[config.mk]
export PLATFORM = sky130hd
export DESIGN_NAME = decoded_bits_unloader_flat
export DESIGN_NICKNAME = d
export VERILOG_FILES = /design/src/rtl/decoded_bits_unloader_if.sv /design/src/rtl/decoded_bits_unloader.sv /design/src/flat_wrapper.sv
export SDC_FILE = /design/constraint.sdc
export NUM_CORES = 2
export LEC_CHECK = 0
export CAP_MARGIN = 5
export CORE_AREA = 3 3 400 402
export DETAILED_ROUTE_END_ITERATION = 8
export DIE_AREA = 0 0 403 405
export PLACE_DENSITY = 0.64
export REMOVE_ABC_BUFFERS = 1
export SETUP_SLACK_MARGIN = 0.1
export SLEW_MARGIN = 0
export SYNTH_ARGS = -nofsm -noshare
export SYNTH_HDL_FRONTEND = slang
export SYNTH_SLANG_ARGS = --single-unit
[constraint.sdc]
create_clock -name clk -period 3.05 [get_ports clk]
set_clock_uncertainty 0.2 [all_clocks]
set_input_delay 0.915 -clock clk [delete_from_list [all_inputs] [get_ports clk]]
set_output_delay 0.915 -clock clk [all_outputs]
set_load 0.01 [all_outputs]
[src/rtl/decoded_bits_unloader_if.sv]
// decoded_bits_unloader_if: frame capture and word stream signals between decoder, unloader and consumer
// Ports (slave = unloader view):
//   I_frame_valid/I_frame_bits  frame pulse and parallel decoded bits from the decoder
//   O_frame_ready               unloader idle, a frame pulse will be captured
//   O_data/O_valid/I_ready      W-bit valid/ready word stream to the consumer
//   O_last                      final word of the frame
//   O_busy/O_overrun            streaming status and sticky dropped-frame error
interface decoded_bits_unloader_if #(
  parameter int N = 1024,
  parameter int W = 8
);
  logic         I_frame_valid;
  logic [N-1:0] I_frame_bits;
  logic         O_frame_ready;
  logic [W-1:0] O_data;
  logic         O_valid;
  logic         I_ready;
  logic         O_last;
  logic         O_busy;
  logic         O_overrun;
  modport master (
    output I_frame_valid, I_frame_bits, I_ready,
    input  O_frame_ready, O_data, O_valid, O_last, O_busy, O_overrun
  );
  modport slave (
    input  I_frame_valid, I_frame_bits, I_ready,
    output O_frame_ready, O_data, O_valid, O_last, O_busy, O_overrun
  );
endinterface

[src/rtl/decoded_bits_unloader.sv]
// decoded_bits_unloader: captures a decoded N-bit frame into a shadow register and streams it out as N/W words of W bits
// Ports: clk, rst (sync active-high), bus (decoded_bits_unloader_if.slave).
// Build option DBU_BITREV_EN: store the frame bit-reversed over log2(N) index bits so words come out in natural info-bit order.
module decoded_bits_unloader #(
  parameter int N = 1024,
  parameter int W = 8
) (
  input logic clk,
  input logic rst,
  decoded_bits_unloader_if.slave bus
);
  localparam int NW = N / W;
  localparam int CW = NW > 1 ? $clog2(NW) : 1;
  localparam logic [CW-1:0] LAST = CW'(NW - 1);
  typedef enum logic {IDLE, SEND} state_t;
  state_t        state;
  logic [CW-1:0] cnt;
  logic [N-1:0]  r_frame;
  logic [N-1:0]  cap;
  logic          overrun;
  logic          last;
`ifdef DBU_BITREV_EN
  localparam int LG = $clog2(N);
  function automatic int bitrev(input int p);
    int r;
    r = 0;
    for (int k = 0; k < LG; k++) r[k] = p[LG-1-k];
    return r;
  endfunction
  // Pure wiring: the permutation is applied on the way into r_frame.
  for (genvar i = 0; i < N; i++) begin : g_rev
    assign cap[i] = bus.I_frame_bits[bitrev(i)];
  end
`else
  assign cap = bus.I_frame_bits;
`endif
  assign last              = (state == SEND) && (cnt == LAST);
  assign bus.O_valid       = state == SEND;
  assign bus.O_busy        = state == SEND;
  assign bus.O_frame_ready = state == IDLE;
  assign bus.O_last        = last;
  assign bus.O_overrun     = overrun;
  assign bus.O_data        = r_frame[cnt*W +: W];
  always_ff @(posedge clk) begin
    if (rst) begin
      state   <= IDLE;
      cnt     <= '0;
      r_frame <= '0;
      overrun <= 1'b0;
    end else if (state == IDLE) begin
      if (bus.I_frame_valid) begin
        r_frame <= cap;
        cnt     <= '0;
        state   <= SEND;
      end
    end else begin
      // A frame offered while streaming is dropped; only the flag records it.
      if (bus.I_frame_valid) overrun <= 1'b1;
      if (bus.I_ready) begin
        cnt   <= last ? '0 : cnt + 1'b1;
        state <= last ? IDLE : SEND;
      end
    end
  end
endmodule
[src/flat_wrapper.sv]
// flat-port wrapper written by rule: the top's interface ports become plain ports
module decoded_bits_unloader_flat 
#(
  parameter int N = 1024,
  parameter int W = 8
)
  (clk, rst, bus_I_frame_valid, bus_I_frame_bits, bus_I_ready, bus_O_frame_ready, bus_O_data, bus_O_valid, bus_O_last, bus_O_busy, bus_O_overrun);
  decoded_bits_unloader_if #(.N(N), .W(W)) bus_i ();
  input logic clk;
  input logic rst;
  input wire logic [$bits(bus_i.I_frame_valid)-1:0] bus_I_frame_valid;
  input wire logic [$bits(bus_i.I_frame_bits)-1:0] bus_I_frame_bits;
  input wire logic [$bits(bus_i.I_ready)-1:0] bus_I_ready;
  output wire logic [$bits(bus_i.O_frame_ready)-1:0] bus_O_frame_ready;
  output wire logic [$bits(bus_i.O_data)-1:0] bus_O_data;
  output wire logic [$bits(bus_i.O_valid)-1:0] bus_O_valid;
  output wire logic [$bits(bus_i.O_last)-1:0] bus_O_last;
  output wire logic [$bits(bus_i.O_busy)-1:0] bus_O_busy;
  output wire logic [$bits(bus_i.O_overrun)-1:0] bus_O_overrun;
  assign bus_i.I_frame_valid = bus_I_frame_valid;
  assign bus_i.I_frame_bits = bus_I_frame_bits;
  assign bus_i.I_ready = bus_I_ready;
  assign bus_O_frame_ready = bus_i.O_frame_ready;
  assign bus_O_data = bus_i.O_data;
  assign bus_O_valid = bus_i.O_valid;
  assign bus_O_last = bus_i.O_last;
  assign bus_O_busy = bus_i.O_busy;
  assign bus_O_overrun = bus_i.O_overrun;
  decoded_bits_unloader #(.N(N), .W(W)) u_core (.clk(clk), .rst(rst), .bus(bus_i));
endmodule
# Word-level counts from Yosys, hierarchy flattened
# Index checks and enable logic that the tools add are counted.
# totals
register_bits,1033
wordCells,22
memories,0
rom_bits,0
latchBits,0
ramBits,0
in_bits,1028
# classes
n_div,0
add_sub_neg,1
eq_ne,2
muxes,8
reduce_logical,5
bitwise_logic,1
shift,1
n_mul,0
n_lt_le_gt_ge,0
# ops
operator,count
$shiftx 1024x11->8,1
$mux 7,4
$add 7x1->7 const B,1
$eq 7x7->1 const B,1
$reduce_and 2->1,3
$mux 1,4
$ne 2x2->1 const B,1
$reduce_bool 2->1,1
$logic_and 1x1->1,1
$not 1->1,1

# Logic depth before layout (Yosys ltp)
# logic_depth
ltp_word,5
mapped_depth,10
depth_no_buf,7

# Worst setup path after synthesis
# OpenSTA, ideal clock, no wires.
# synth_timing
path_type,reg2out
from,reg u_core.cnt[0]
to,out bus_O_data[0]
path_stages_with_launch,11
arrival_ps,2227
slack_ps,-292
n_path_buf,4
required_time_ps,1935
path_cell_list,dfxtp_1 -> buf_6 -> buf_6 -> buf_6 -> buf_2 -> mux2i_1 -> a22oi_1 -> a21oi_1 -> a31oi_1 -> mux4_2 -> mux2_2
# synth_via
elab_chain_cells,1
# synth_rtl
item,line_no,text
from (decl),decoded_bits_unloader.sv:17,logic [CW-1:0] cnt;
from (signal assigned),decoded_bits_unloader.sv:60,cnt <= last ? '0 : cnt + 1'b1;
$shiftx 1024x11->8,decoded_bits_unloader.sv:43,assign bus.O_data = r_frame[cnt*W +: W];
to (decl),flat_wrapper.sv:15,output wire logic [$bits(bus_i.O_data)-1:0] bus_O_data;
# Every way passes these cells.

# Worst setup path in the final report
# layout_timing
from,reg u_core.cnt[0]
to,out bus_O_data[4]
# The elaborated chain is that of the path after synthesis.

==> run summary <==
Maximum VDD drop -> 0.431 mV
PwrDens -> 528 nW/um2
Antenna-violating nets left -> 0
Arrival time worst endpoint -> 3.42 ns
Worst-Margin Slew -> 0.698 ns
Global-route wire length before repair -> 275000 um
CP max stage delay -> 0.58 ns
Final Setup Violations -> 9
Area contributors post-synth -> dfxtp_1, nand2_1, a21oi_1
Grt met2 use -> 38.1%
Later-pin clock latency in the skew report -> 0.70 ns
Fmax -> 220 MHz
WP buf/inv -> 4
DIE AREA -> 163000 um2
Clock transition at path regs -> 0.07 ns
Kind of end point of the critical path -> primary output
Gpl congestion -> 0.990
CTS tree -> yes
Worst setup path class -> register to primary output
Met1 Usage GRT -> 28.3%
NumNets Final -> 7472
Core box area -> 156000 um2
FP Rows -> 145
Critical Path, Cell by Cell -> buf_12 -> buf_12 -> mux2i_1 -> buf_4 -> a22oi_1 -> a21oi_1 -> a31oi_1 -> mux4_2 -> mux2_4 -> buf_6
Violated checks -> negative setup slack
Adder-cell share of the synthesized area -> 0.0285%
Mux cell area share after synthesis -> 13.5%
Seq/Total Area, Yosys -> 47.1%
Largest family of logic cells by synthesized area -> simple AND/OR/NAND/NOR gates
Die height -> 405 um
CP top delay family -> multiplexers
Pin count of the biggest net entering global routing -> 127
Stages on worst setup path -> 10
Post-synth cell types -> 29
Average routed wire per standard cell -> 22.9 um
CP Launch Point -> u_core.cnt[0]
Post-synthesis cell count -> 5405
Hold_buf cts -> 0
Worst Slack Setup Final -> -1.49 ns
Filler-free cell count of the finished design -> 8595
Initial Util -> 28.1%
Share of the synthesized area in the top cell type -> 47.1%
Slew Viols, Final -> 0
Final worst path period share -> 149%
GR peak layer -> met2
R2R Setup Slk -> 0.36 ns
Gr usage total -> 22.7%
Synth-to-layout area growth -> 43.9%
Rel. slew slack -> 53.5%
Initial antenna violation count -> 15
Overall routed net length -> 196000 um
Dpl hpwl -> 154000 um
Endpoints failing hold -> 0
Util after Layout -> 40.4%
Sink Count -> 1033
Port bufs -> 1040
Max FO, Critical Path -> 17
CP Data Required Time -> 1.93 ns
Reg-to-reg endpoint -> u_core.cnt[5]
Met3 usage -> 3.56%
Crit path time final -> 4.54 ns
Post-synth EDFFs -> 0
CTS Buffer Depth -> 3
Most common cell on crit path -> buf_12
# IOs -> 1041
Worst min path class -> register to register
Compound-gate portion of the synthesized area -> 15.8%
Post-placement cell area -> 58200 um2
Post-synthesis simple-gate area fraction -> 19.2%
Startpoint types -> register
Slowest CP cell -> mux4_2
Synth Area per Inst -> 8.12 um2
#FFs+latches synth -> 1033
DR vias/cell -> 5.00
Clock Tree Root -> clkbuf_16
Synth area leader -> dfxtp_1
Vias in the first global route -> 42000
Top-count cell post-synth -> nand2_1
TritonCTS buffer count -> 107
Synth warnings -> 0
Post-Route Setup TNS -> -12.23 ns
Top post-synthesis cells by count -> nand2_1, a21oi_1, dfxtp_1, clkbuf_1, mux2i_1
Max Cap Viol -> 0
Post-Syn Area -> 43900 um2
CP Capture Point -> bus_O_data[4]
Chip width -> 403 um
Unrepaired setup endpoints after global routing -> true
Layout cell share with drive strength beyond 1 -> 11.7%
Outcome -> finished with violations
Vias -> 43000
Reg2Reg Depth -> 11
Fill cells -> 15600
Pleak -> 22.7 nW
Initial DRC count -> 4057
GR Overflow Total -> 0
Fin area -> 63200 um2
Xor/xnor share of the synthesized area -> 0%
Asr flop ratio synth -> 0%
DRC errors left -> 0
Ys flop type -> dfxtp_1
DRT Pass-1 Iters -> 6
Dpl cells -> 8336
Reg-to-reg startpoint -> u_core.cnt[0]
H-tree depth -> 3
cell families after synthesis:
family,count (synthesis)
compound gates,1297
simple gates,2201
fa+ha+maj,1
buf+inv,464
flops,1033
mux,409
layout make-up:
| class | count | area, um2 | area share (%) |
|---|---|---|---|
| Clock buffer | 147 | 3120 | 4.94 |
| Timing Repair Buffer | 1392 | 14500 | 22.9 |
| Tap cell | 2058 | 2570 | 4.08 |
| Inverter | 1 | 6.26 | 0.00990 |
| Antenna cell | 9 | 22.5 | 0.0357 |
| Multi-Input combinational cell | 3908 | 21700 | 34.4 |
| Clock inverter | 47 | 514 | 0.814 |
| Sequential cell | 1033 | 20700 | 32.8 |
through the flow:
step	setup slack (ns)	hold slack (ns)	power, mW
after floorplan	-32.02	0.227	18.2
after global placement	-1.69	0.239	19.8
after detailed placement	-1.58	0.244	19.8
after CTS	-1.57	0.252	33.5
after global routing	-1.63	0.270	34.5
final	-1.49	0.253	33.3
layout by cell type (no fill, tap or decap), types with 3 or more instances in the layout:
| cell | netlist | routed |
|---|---|---|
| nand2_1 | 2117 | 2113 |
| a21oi_1 | 1093 | 1080 |
| clkdlybuf4s50_1 | 0 | 1030 |
| dfxtp_1 | 1033 | 1026 |
| mux2i_1 | 257 | 244 |
| buf_4 | 16 | 231 |
| mux4_2 | 144 | 144 |
| a22oi_1 | 131 | 129 |
| clkbuf_16 | 0 | 110 |
| buf_12 | 0 | 84 |
| nand2b_1 | 64 | 61 |
| a31oi_1 | 64 | 46 |
| buf_6 | 13 | 29 |
| clkinv_2 | 0 | 25 |
| clkbuf_8 | 0 | 23 |
| clkbuf_1 | 347 | 14 |
| buf_16 | 0 | 13 |
| a21oi_2 | 0 | 12 |
| nor2_1 | 11 | 11 |
| a31oi_2 | 0 | 10 |
| diode_2 | 0 | 9 |
| mux2i_2 | 0 | 8 |
| a31oi_4 | 0 | 8 |
| mux2_4 | 0 | 8 |
| bufinv_16 | 0 | 8 |
| mux2i_4 | 0 | 5 |
| inv_6 | 0 | 5 |
| buf_8 | 0 | 5 |
| dfxtp_4 | 0 | 5 |
| o21ai_0 | 4 | 4 |
| nor2b_4 | 0 | 3 |
| nand2_2 | 0 | 3 |
| nand2b_4 | 0 | 3 |
| and3_4 | 0 | 3 |
state kept, by name (all words and copies together) (netlist names):
register              cells
u_core.bus.O_busy         1
u_core.bus.O_overrun      1
u_core.cnt                7
u_core.r_frame         1024
worst min-delay path, stage by stage (launching register included):
cell and delay (ns):
dfxtp_1 0.30, nand2_1 0.05, a21oi_1 0.05
how the worst min path moves through the flow:
stage | startpoint | to | depth (start not counted)
finish | u_core.r_frame[664] | u_core.r_frame[664] | 2
global route | u_core.r_frame[322] | u_core.r_frame[322] | 2
CTS | u_core.r_frame[932] | u_core.r_frame[932] | 2
detailed placement | u_core.r_frame[751] | u_core.r_frame[751] | 2
global placement | u_core.r_frame[1015] | u_core.r_frame[1015] | 2
floorplan | u_core.r_frame[1008] | u_core.r_frame[1008] | 2
power by group:
part           internal (mW)  leakage (nW)  switching, mW
logic                   2.53          12.4           2.42
clock network           7.85          1.82           5.72
registers               14.3          8.48          0.556
total                   24.6          22.7           8.70
layer usage:
layer / part of all wire (%) / vias to the layer above
met5: 0.0066 / -
met4: 5.5 / 2
met3: 6.6 / 399
met2: 48 / 1744
met1: 40 / 20600
li1: - / 20300
what timing repair did:
action | in CTS | in global routing
gates resized for setup | 166 | 23
buffers inserted | 49 | 1
setup endpoints to repair | 12 | 9
pin swaps | 21 | 14
gates cloned | 6 | 0
(Power assumes the default switching activity.)
